### config.mk
export PLATFORM = sky130hd
export DESIGN_NAME = decoder_scan_n
export DESIGN_NICKNAME = d
export VERILOG_FILES = /design/src/rtl/decoder_pkg.sv /design/src/rtl/scan_prescaler.sv /design/src/rtl/decoder_scan_n.sv
export SDC_FILE = /design/constraint.sdc
export NUM_CORES = 1
export LEC_CHECK = 0
export ABC_AREA = 1
export ABC_CLOCK_PERIOD_IN_PS = 2660
export BUFFER_PORTS_ARGS = -buffer_cell sky130_fd_sc_hd__buf_2
export CAP_MARGIN = 10
export CORE_AREA = 2 2 70 72
export DETAILED_ROUTE_END_ITERATION = 8
export DIE_AREA = 0 0 72 74
export GPL_TIMING_DRIVEN = 0
export PLACE_DENSITY = 0.7
export SETUP_SLACK_MARGIN = 0.4
export SYNTH_ARGS = -nofsm -noshare
export SYNTH_HDL_FRONTEND = slang
export SYNTH_SLANG_ARGS = --single-unit
### constraint.sdc
create_clock -name clk -period 2.66 [get_ports clk]
set_input_delay 0.133 -clock clk [delete_from_list [all_inputs] [get_ports clk]]
set_output_delay 0.133 -clock clk [all_outputs]
set_load 0.05 [all_outputs]
### src/rtl/decoder_pkg.sv
// Shared definitions for the scanning line decoder: mode codes, FSM encoding, pattern helper.
// Latency: n/a (package).
// Backpressure: n/a (package).
package decoder_pkg;

    localparam logic MODE_DIRECT = 1'b0;
    localparam logic MODE_SCAN   = 1'b1;

    // Widest address the decode helper supports; instances slice the low 2**AW bits.
    localparam int MAX_AW = 8;

    localparam logic [1:0] ST_IDLE   = 2'd0;
    localparam logic [1:0] ST_DIRECT = 2'd1;
    localparam logic [1:0] ST_SCAN   = 2'd2;

    typedef enum logic [1:0] {
        IDLE   = ST_IDLE,
        DIRECT = ST_DIRECT,
        SCAN   = ST_SCAN
    } state_t;

    // One-hot (s=1) or one-cold (s=0) pattern with index idx selected.
    function automatic logic [2**MAX_AW-1:0] decode_pol(input logic [MAX_AW-1:0] idx,
                                                        input logic              s);
        logic [2**MAX_AW-1:0] v;
        v      = '0;
        v[idx] = 1'b1;
        return s ? v : ~v;
    endfunction

endpackage

### src/rtl/scan_prescaler.sv
// Scan step prescaler: counts 0..div and emits a tick on the terminal count.
// Latency: tick is combinational from the current count; count updates each enabled edge.
// Backpressure: none; en freezes the count, clr zeroes it.
module scan_prescaler #(
    parameter int DIV_W = 16
) (
    input  logic             clk,
    input  logic             rst,
    input  logic             en,
    input  logic             clr,
    input  logic [DIV_W-1:0] div,
    output logic             tick
);

    logic [DIV_W-1:0] cnt;

    // >= rather than == so a lowered div forces an immediate tick instead of a long run-around.
    assign tick = en && !clr && (cnt >= div);

    // Count register: reset/clear to zero, advance only while enabled, restart after a tick.
    always_ff @(posedge clk) begin
        if (rst || clr) begin
            cnt <= '0;
        end else if (en) begin
            if (cnt >= div) begin
                cnt <= '0;
            end else begin
                cnt <= cnt + DIV_W'(1);
            end
        end
    end

endmodule

### src/rtl/decoder_scan_n.sv
// Registered N-to-2^N decoder with enable, polarity select and autonomous prescaled scan.
// Latency: one clk from E/S/M/A/LAST/TICK_DIV to Y/IDX/WRAP.
// Backpressure: none; E=0 blanks the outputs and freezes the scan position.
module decoder_scan_n
    import decoder_pkg::*;
#(
    parameter int AW    = 3,
    parameter int DIV_W = 16
) (
    input  logic             clk,
    input  logic             rst,
    input  logic             E,
    input  logic             S,
    input  logic             M,
    input  logic [AW-1:0]    A,
    input  logic [AW-1:0]    LAST,
    input  logic [DIV_W-1:0] TICK_DIV,
    output logic [2**AW-1:0] Y,
    output logic [AW-1:0]    IDX,
    output logic             WRAP
);

    localparam int OW = 2**AW;

    state_t        state;
    state_t        state_nxt;
    logic [OW-1:0] y_nxt;
    logic [AW-1:0] idx_nxt;
    logic          wrap_nxt;
    logic          psc_en;
    logic          psc_clr;
    logic          tick;

    // Only a cycle already in SCAN that stays in SCAN advances the prescaler; the
    // IDLE->SCAN edge just re-shows the held index so the dwell is never shortened.
    assign psc_en  = (state == SCAN) && E && (M == MODE_SCAN);
    // DIRECT holds the prescaler at zero, which also gives a fresh count on DIRECT->SCAN.
    assign psc_clr = E && ((M == MODE_DIRECT) || (state == DIRECT));

    scan_prescaler #(
        .DIV_W (DIV_W)
    ) u_prescaler (
        .clk  (clk),
        .rst  (rst),
        .en   (psc_en),
        .clr  (psc_clr),
        .div  (TICK_DIV),
        .tick (tick)
    );

    // State register.
    always_ff @(posedge clk) begin
        if (rst) begin
            state <= IDLE;
        end else begin
            state <= state_nxt;
        end
    end

    // Next state plus the next Y/IDX/WRAP values for the output registers.
    always_comb begin
        state_nxt = state;
        idx_nxt   = IDX;
        wrap_nxt  = 1'b0;
        y_nxt     = S ? '0 : '1;

        if (!E) begin
            state_nxt = IDLE;
        end else if (M == MODE_SCAN) begin
            state_nxt = SCAN;
        end else begin
            state_nxt = DIRECT;
        end

        case (state_nxt)
            DIRECT: begin
                idx_nxt = A;
                y_nxt   = OW'(decode_pol(MAX_AW'(A), S));
            end
            SCAN: begin
                if (state == DIRECT) begin
                    idx_nxt = '0;
                end else if (tick) begin
                    // >= so a LAST lowered below the current index wraps at once.
                    if (IDX >= LAST) begin
                        idx_nxt  = '0;
                        wrap_nxt = 1'b1;
                    end else begin
                        idx_nxt = IDX + AW'(1);
                    end
                end
                y_nxt = OW'(decode_pol(MAX_AW'(idx_nxt), S));
            end
            default: begin
                idx_nxt = IDX;
            end
        endcase
    end

    // Output registers.
    always_ff @(posedge clk) begin
        if (rst) begin
            Y    <= '0;
            IDX  <= '0;
            WRAP <= 1'b0;
        end else begin
            Y    <= y_nxt;
            IDX  <= idx_nxt;
            WRAP <= wrap_nxt;
        end
    end

endmodule

Word level (Yosys, flattened, before mapping):

Index checks and enable logic that the tools add are counted.

* add/sub/neg operators: 2
* $mul: 0
* divide/modulo/power cells: 0
* reduce and logical (&&, ||, !) cells: 12
* multiplexer cells: 17
* bitwise gates (word level): 5
* equal/unequal tests: 4
* magnitude comparators: 6
* shift-type cells: 0

Operator list (count)
* $mux W8: 3
* $lt A3 B9 Y1 const B: 2
* $add A16 B1 Y16 const B: 1
* $ge A16 B16 Y1: 1
* $mux W16: 1
* $not A8 Y8: 2
* $pmux W8 S2: 1
* $mux W3: 4
* $logic_and A1 B1 Y1: 7
* $demux W1 S3: 2
* $ge A3 B1 Y1 const B: 2
* $pmux W3 S2: 1
* $eq A2 B1 Y1 const B: 2
* $eq A2 B2 Y1 const B: 2
* $mux W2: 2
* $reduce_or A4 Y1: 1
* $add A3 B1 Y3 const B: 1
* $ge A3 B3 Y1: 1
* $mux W1: 3
* $not A1 Y1: 3
* $logic_or A1 B1 Y1: 2
* $reduce_bool A2 Y1: 1
* $logic_not A1 Y1: 1

* output and inout bits: 12
* memories kept: 0
* memory bits (writable): 0
* bits in latches: 0
* ROM bits: 0
* bits in registers: 30

Logic depth before layout (Yosys ltp):

* word-level depth: 16
* mapped depth: 20
* depth with buffers taken out: 20

Cells and area by module:

Synthesis repeated with hierarchy kept, for this count alone.

* cells, all modules: 331
* area, all modules: 2333.5 µm²

By module, submodules not included
* scan_prescaler: cells an instance 168, sequential area each 320.3 µm², times used 1, area each 1228.7 µm²
* decoder_scan_n: cells an instance 163, sequential area each 280.3 µm², times used 1, area each 1104.8 µm²

Worst setup path before layout:

OpenSTA, ideal clock, no wires.

* path type: reg2reg
* start: register IDX[2]
* end: register Y[7]
* slack: 0.471 ns
* buffers on the path: 0
* required time: 2.545 ns
* stages on the path, launching flop included: 14
* arrival time: 2.074 ns
* path through: dfxtp_1 > ha_1 > a21oi_1 > nand3_1 > inv_1 > nand2_1 > nand3_1 > nand3_2 > nor2_2 > nand2_1 > nand2_1 > nand3_1 > nand2_1 > nor2_1

* cells in the longest elaborated chain, start to end: 12
* elaborated cells between the ends (all ways): 14
* those cells by class: add/sub (1); order compare (3); mux (8); bitwise (1); reduce/logical (1)

Ends and longest elaborated chain
* start, declared: RTL line decoder_scan_n.sv:19 `output logic [AW-1:0] IDX,`
* start signal, assigned: RTL line decoder_scan_n.sv:108 `IDX <= idx_nxt;`
* $add A3 B1 Y3 or $ge A3 B3 Y1 (tied branches): RTL line decoder_scan_n.sv:89, decoder_scan_n.sv:85
* $mux W3: RTL line decoder_scan_n.sv:85 `if (IDX >= LAST) begin`
* $mux W3 (*): RTL line decoder_scan_n.sv:83 `end else if (tick) begin`
* $mux W3 (*): RTL line decoder_scan_n.sv:81 `if (state == DIRECT) begin`
* $mux W3 (*): RTL line decoder_scan_n.sv:75 `case (state_nxt)`
* $lt A3 B9 Y1 (not written as such) or $ge A3 B1 Y1 (tied branches): RTL line decoder_pkg.sv:27 `v[idx] = 1'b1;`
* $logic_and A1 B1 Y1 (not written as such): RTL line decoder_pkg.sv:27
* $mux W1 (not written as such): RTL line decoder_pkg.sv:27
* $demux W1 S3 (*): RTL line decoder_pkg.sv:27
* $not A8 Y8: RTL line decoder_pkg.sv:28 `return s ? v : ~v;`
* $mux W8 (*): RTL line decoder_pkg.sv:28
* $pmux W8 S2 (*): RTL line decoder_scan_n.sv:75
* end signal, assigned: RTL line decoder_scan_n.sv:107 `Y <= y_nxt;`
* end, declared: RTL line decoder_scan_n.sv:18 `output logic [2**AW-1:0] Y,`

Every way passes the cells marked *; elsewhere a longest branch is shown, timed or not. The select of a mux whose other input is x is not followed.
A chain may end at the register's enable or synchronous reset.

Worst setup path in the final report:

* start: register u_prescaler.cnt[0]
* end: register Y[7]

* cells in the longest elaborated chain, start to end: 12
* elaborated cells between the ends (all ways): 13
* those cells by class: order compare (3); mux (7); bitwise (1); reduce/logical (2)

Ends and longest elaborated chain
* start, declared: RTL line scan_prescaler.sv:15 `logic [DIV_W-1:0] cnt;`
* start signal, assigned: RTL line scan_prescaler.sv:28 `cnt <= cnt + DIV_W'(1);`
* $ge A16 B16 Y1 (*): RTL line scan_prescaler.sv:18 `assign tick = en && !clr && (cnt >= div);`
* $logic_and A1 B1 Y1 (*): RTL line scan_prescaler.sv:18
* $mux W3 (*): RTL line decoder_scan_n.sv:83
* $mux W3 (*): RTL line decoder_scan_n.sv:81
* $mux W3 (*): RTL line decoder_scan_n.sv:75
* $lt A3 B9 Y1 (not written as such) or $ge A3 B1 Y1 (tied branches): RTL line decoder_pkg.sv:27
* $logic_and A1 B1 Y1 (not written as such): RTL line decoder_pkg.sv:27
* $mux W1 (not written as such): RTL line decoder_pkg.sv:27
* $demux W1 S3 (*): RTL line decoder_pkg.sv:27
* $not A8 Y8: RTL line decoder_pkg.sv:28
* $mux W8 (*): RTL line decoder_pkg.sv:28
* $pmux W8 S2 (*): RTL line decoder_scan_n.sv:75

Marks and branches as above.

==> impl_metrics.ini <==
[worst_setup_path]
reg2reg_setup_slack_ps = 510
arrival_ps = 2320
crit_type = flip-flop to flip-flop
rr_endpoint = Y[7]$_SDFF_PP0_
crit_path_end_kind = flip-flop
crit_path_start_kind = flip-flop
worstReg2RegStart = u_prescaler.cnt[0]$_SDFFE_PP0P_
cp.required_ps = 2830
critical_path_peak_fanout = 8
r2r_cells = 17

[synthesis]
ys_seq_elements = 30
synth.net_count = 360
synth_edf_count = 0
synthMuxAreaShare = 0
synth_top_area_cell = dfxtp_1
synth_async_sr_flop_share = 0
synth_top_family_by_area = simple AND/OR/NAND/NOR gates
synth_area_leaders = dfxtp_1 27%, ha_1 12%, nand2_1 10%, inv_1 8.1%, nand3_1 6.2%
synth_ff_type = dfxtp_1
yosysSeqAreaShare = 0.274
avgSynthCellArea_um2 = 7.02
ys_warn_count = 0
ys_types = 35
synth-simple-area-share = 0.348
yosys.area_share.xor_xnor = 0.0400
yosysTopAreaCellShare = 0.274
synth_compound_area_frac = 0.117
synthAdderAreaFrac = 0.120
synth_area_um2 = 2190
synth_cells = 312

[die]
row_count = 25
core_area_um2 = 4600
die_x_um = 72
die_height_um = 74
io_pins = 39
initial_utilization = 0.476
die_area_um2 = 5330

[clock_tree]
cts_max_level = 2
cts_root_buf = clkbuf_8
clkSinkCount = 30
clkTransAtPathRegs_ps = 70
cts_made_buffers = 5
clock_latency_ps = 280
cts_tree = yes
cts_buffer_depth = 2

[timing]
fin_skew_ps = 6.00
slew_viol_final = 0
tightest_slew_ps = 513
max_freq_ghz = 0.465
relSlewSlack = 0.653
setup_viol = 0
hold_viol = 0
hold-worst-slack_ps = 185
layout_min_cycle_time_ps = 2150
fin_tns_setup_ps = 0
rsz0062_at_grt = false
period_share = 0.808

[global_routing]
gr-total-overflow = 0
grt_max_degree = 11
antenna_found_initial = 0
grt_pass1_wl_um = 8260
grt_pass1_vias = 1987
grt_usage = 0.192

[worst_hold_path]
min_path_cells = 3
whs_endpoint = IDX[0]$_SDFFE_PP0N_
hold_start = A[0]
hold_path.class = input pin to flip-flop

[finish]
final_layout_size_suffix_gt1_frac = 0.303
layout_commonest_cell = nand2_1
syn2layout_area_growth_pct = 27.7
antennaDiodeCount = 0
final_cell_mix = 55 x nand2_1, 45 x inv_1, 35 x buf_2
num-nets-final = 410

[flow_run]
max_cap_violations = 0

[power_and_ir_drop]
switching_share = 0.309
p_clk_frac = 0.354
pwr-share-comb = 0.211
p_sw_mw = 0.332
power_frac_seq = 0.435
powerDensity_nw_per_um2 = 384
ir_drop_mv = 0.301
p_int_mw = 0.743
power.leakage_nw = 1.30

[routing]
ant_nets = 0
dr.pass1.iters = 4
avgRoutedWirePerCell_um = 12.2
vias = 2207
viasPerCell = 5.29
drc = 0
drt_iter0_drc = 85
routed_wl_um = 5090

[place]
gp_congestion = 0.795
port_buffers = 35
dp_hpwl_um = 3650

[status]
status = finished clean
layout make-up:
type / count / area (um2)
plain buffers: 7 / 37.5
repair buffers: 43 / 235
clock buffers: 7 / 86.3
clock inverters: 1 / 5.00
inverters: 50 / 188
flip-flops and latches: 30 / 619
well taps: 54 / 67.6
fillers: 417 / 1800
multi-input cells: 225 / 1560
timing repair:
item,CTS,global route
resized for setup,3,47
setup buffers,0,8
endpoints found under the setup margin,2,18
pin swaps,1,14
hold buffers,0,0
Yosys cell counts, drive strengths merged, types with 5 or more instances:
master	n
a21oi	18
nand3	29
nor2	30
clkbuf	6
o31ai	5
nor3b	6
nor3	7
nand4	11
o21ai	6
a31oi	5
inv	49
nand2	66
dfxtp	30
xor2	9
ha	21
through the flow:
step | total power [mW] | worst slack (ps) | cells | utilization | instance area (um2)
final | 1.08 | 511 | 417 | 0.608 | 2800
after global routing | 1.12 | 374 | 417 | 0.608 | 2800
after CTS | 1.06 | 417 | 409 | 0.552 | 2540
after detailed placement | 0.680 | 383 | 401 | 0.529 | 2430
after global placement | 0.676 | 395 | 401 | 0.529 | 2430
after floorplan | 0.623 | 471 | 312 | - | 2190
power groups by stage:
stage / clock (mW) / combinational [mW] / sequential [mW]
after floorplan: 0 / 0.104 / 0.519
after global placement: 0 / 0.196 / 0.479
after detailed placement: 0 / 0.200 / 0.480
after CTS: 0.385 / 0.203 / 0.470
after global routing: 0.405 / 0.250 / 0.469
final: 0.381 / 0.226 / 0.468
critical path, cell delays in order (launching register included):
cell     delay (ps)
dfxtp_2         360
inv_2            60
ha_4            250
nand4_1          90
nor2_1          110
nor2_1           40
nand2_1          90
nand2_2          70
nand2_4         130
nand2_4          90
nand2_4         100
nand3_4         140
nor2_4          160
nand2_1          60
nand2_1          80
nand3_1          70
nand2_1          80
nor2_1           40
flip-flops by register name, summed over array words and instances (netlist names):
register and cells:
IDX 3, Y 8, WRAP 1, state 2
u_prescaler.cnt 16
cell families after synthesis:
group | after synthesis
flip-flops | 30
buffers and inverters | 57
AND/OR/NAND/NOR | 153
AO/OA/AOI/OAI | 41
XOR/XNOR | 10
adder cells (fa/ha/maj) | 21
routing by layer:
metal / up-vias / part of all wire / global-route usage
li1: 1140 / - / -
met1: 1010 / 0.47 / 0.236
met2: 53 / 0.49 / 0.350
met3: 4 / 0.035 / 0.0325
met4: 0 / 0.0092 / 0.0524
met5: - / 0 / 0
worst max path at each step:
| stage | from | to | slack (ps) |
|---|---|---|---|
| 2_1_floorplan | IDX[2]$_SDFFE_PP0N_ | Y[7]$_SDFF_PP0_ | 470 |
| 4_1_cts | u_prescaler.cnt[13]$_SDFFE_PP0P_ | Y[4]$_SDFF_PP0_ | 420 |
| 3_5_place_dp | u_prescaler.cnt[13]$_SDFFE_PP0P_ | u_prescaler.cnt[6]$_SDFFE_PP0P_ | 380 |
| 3_3_place_gp | u_prescaler.cnt[13]$_SDFFE_PP0P_ | u_prescaler.cnt[6]$_SDFFE_PP0P_ | 400 |
| 6_report | u_prescaler.cnt[0]$_SDFFE_PP0P_ | Y[7]$_SDFF_PP0_ | 510 |
| 5_1_grt | u_prescaler.cnt[11]$_SDFFE_PP0P_ | Y[7]$_SDFF_PP0_ | 370 |
(Power assumes the default switching activity.)
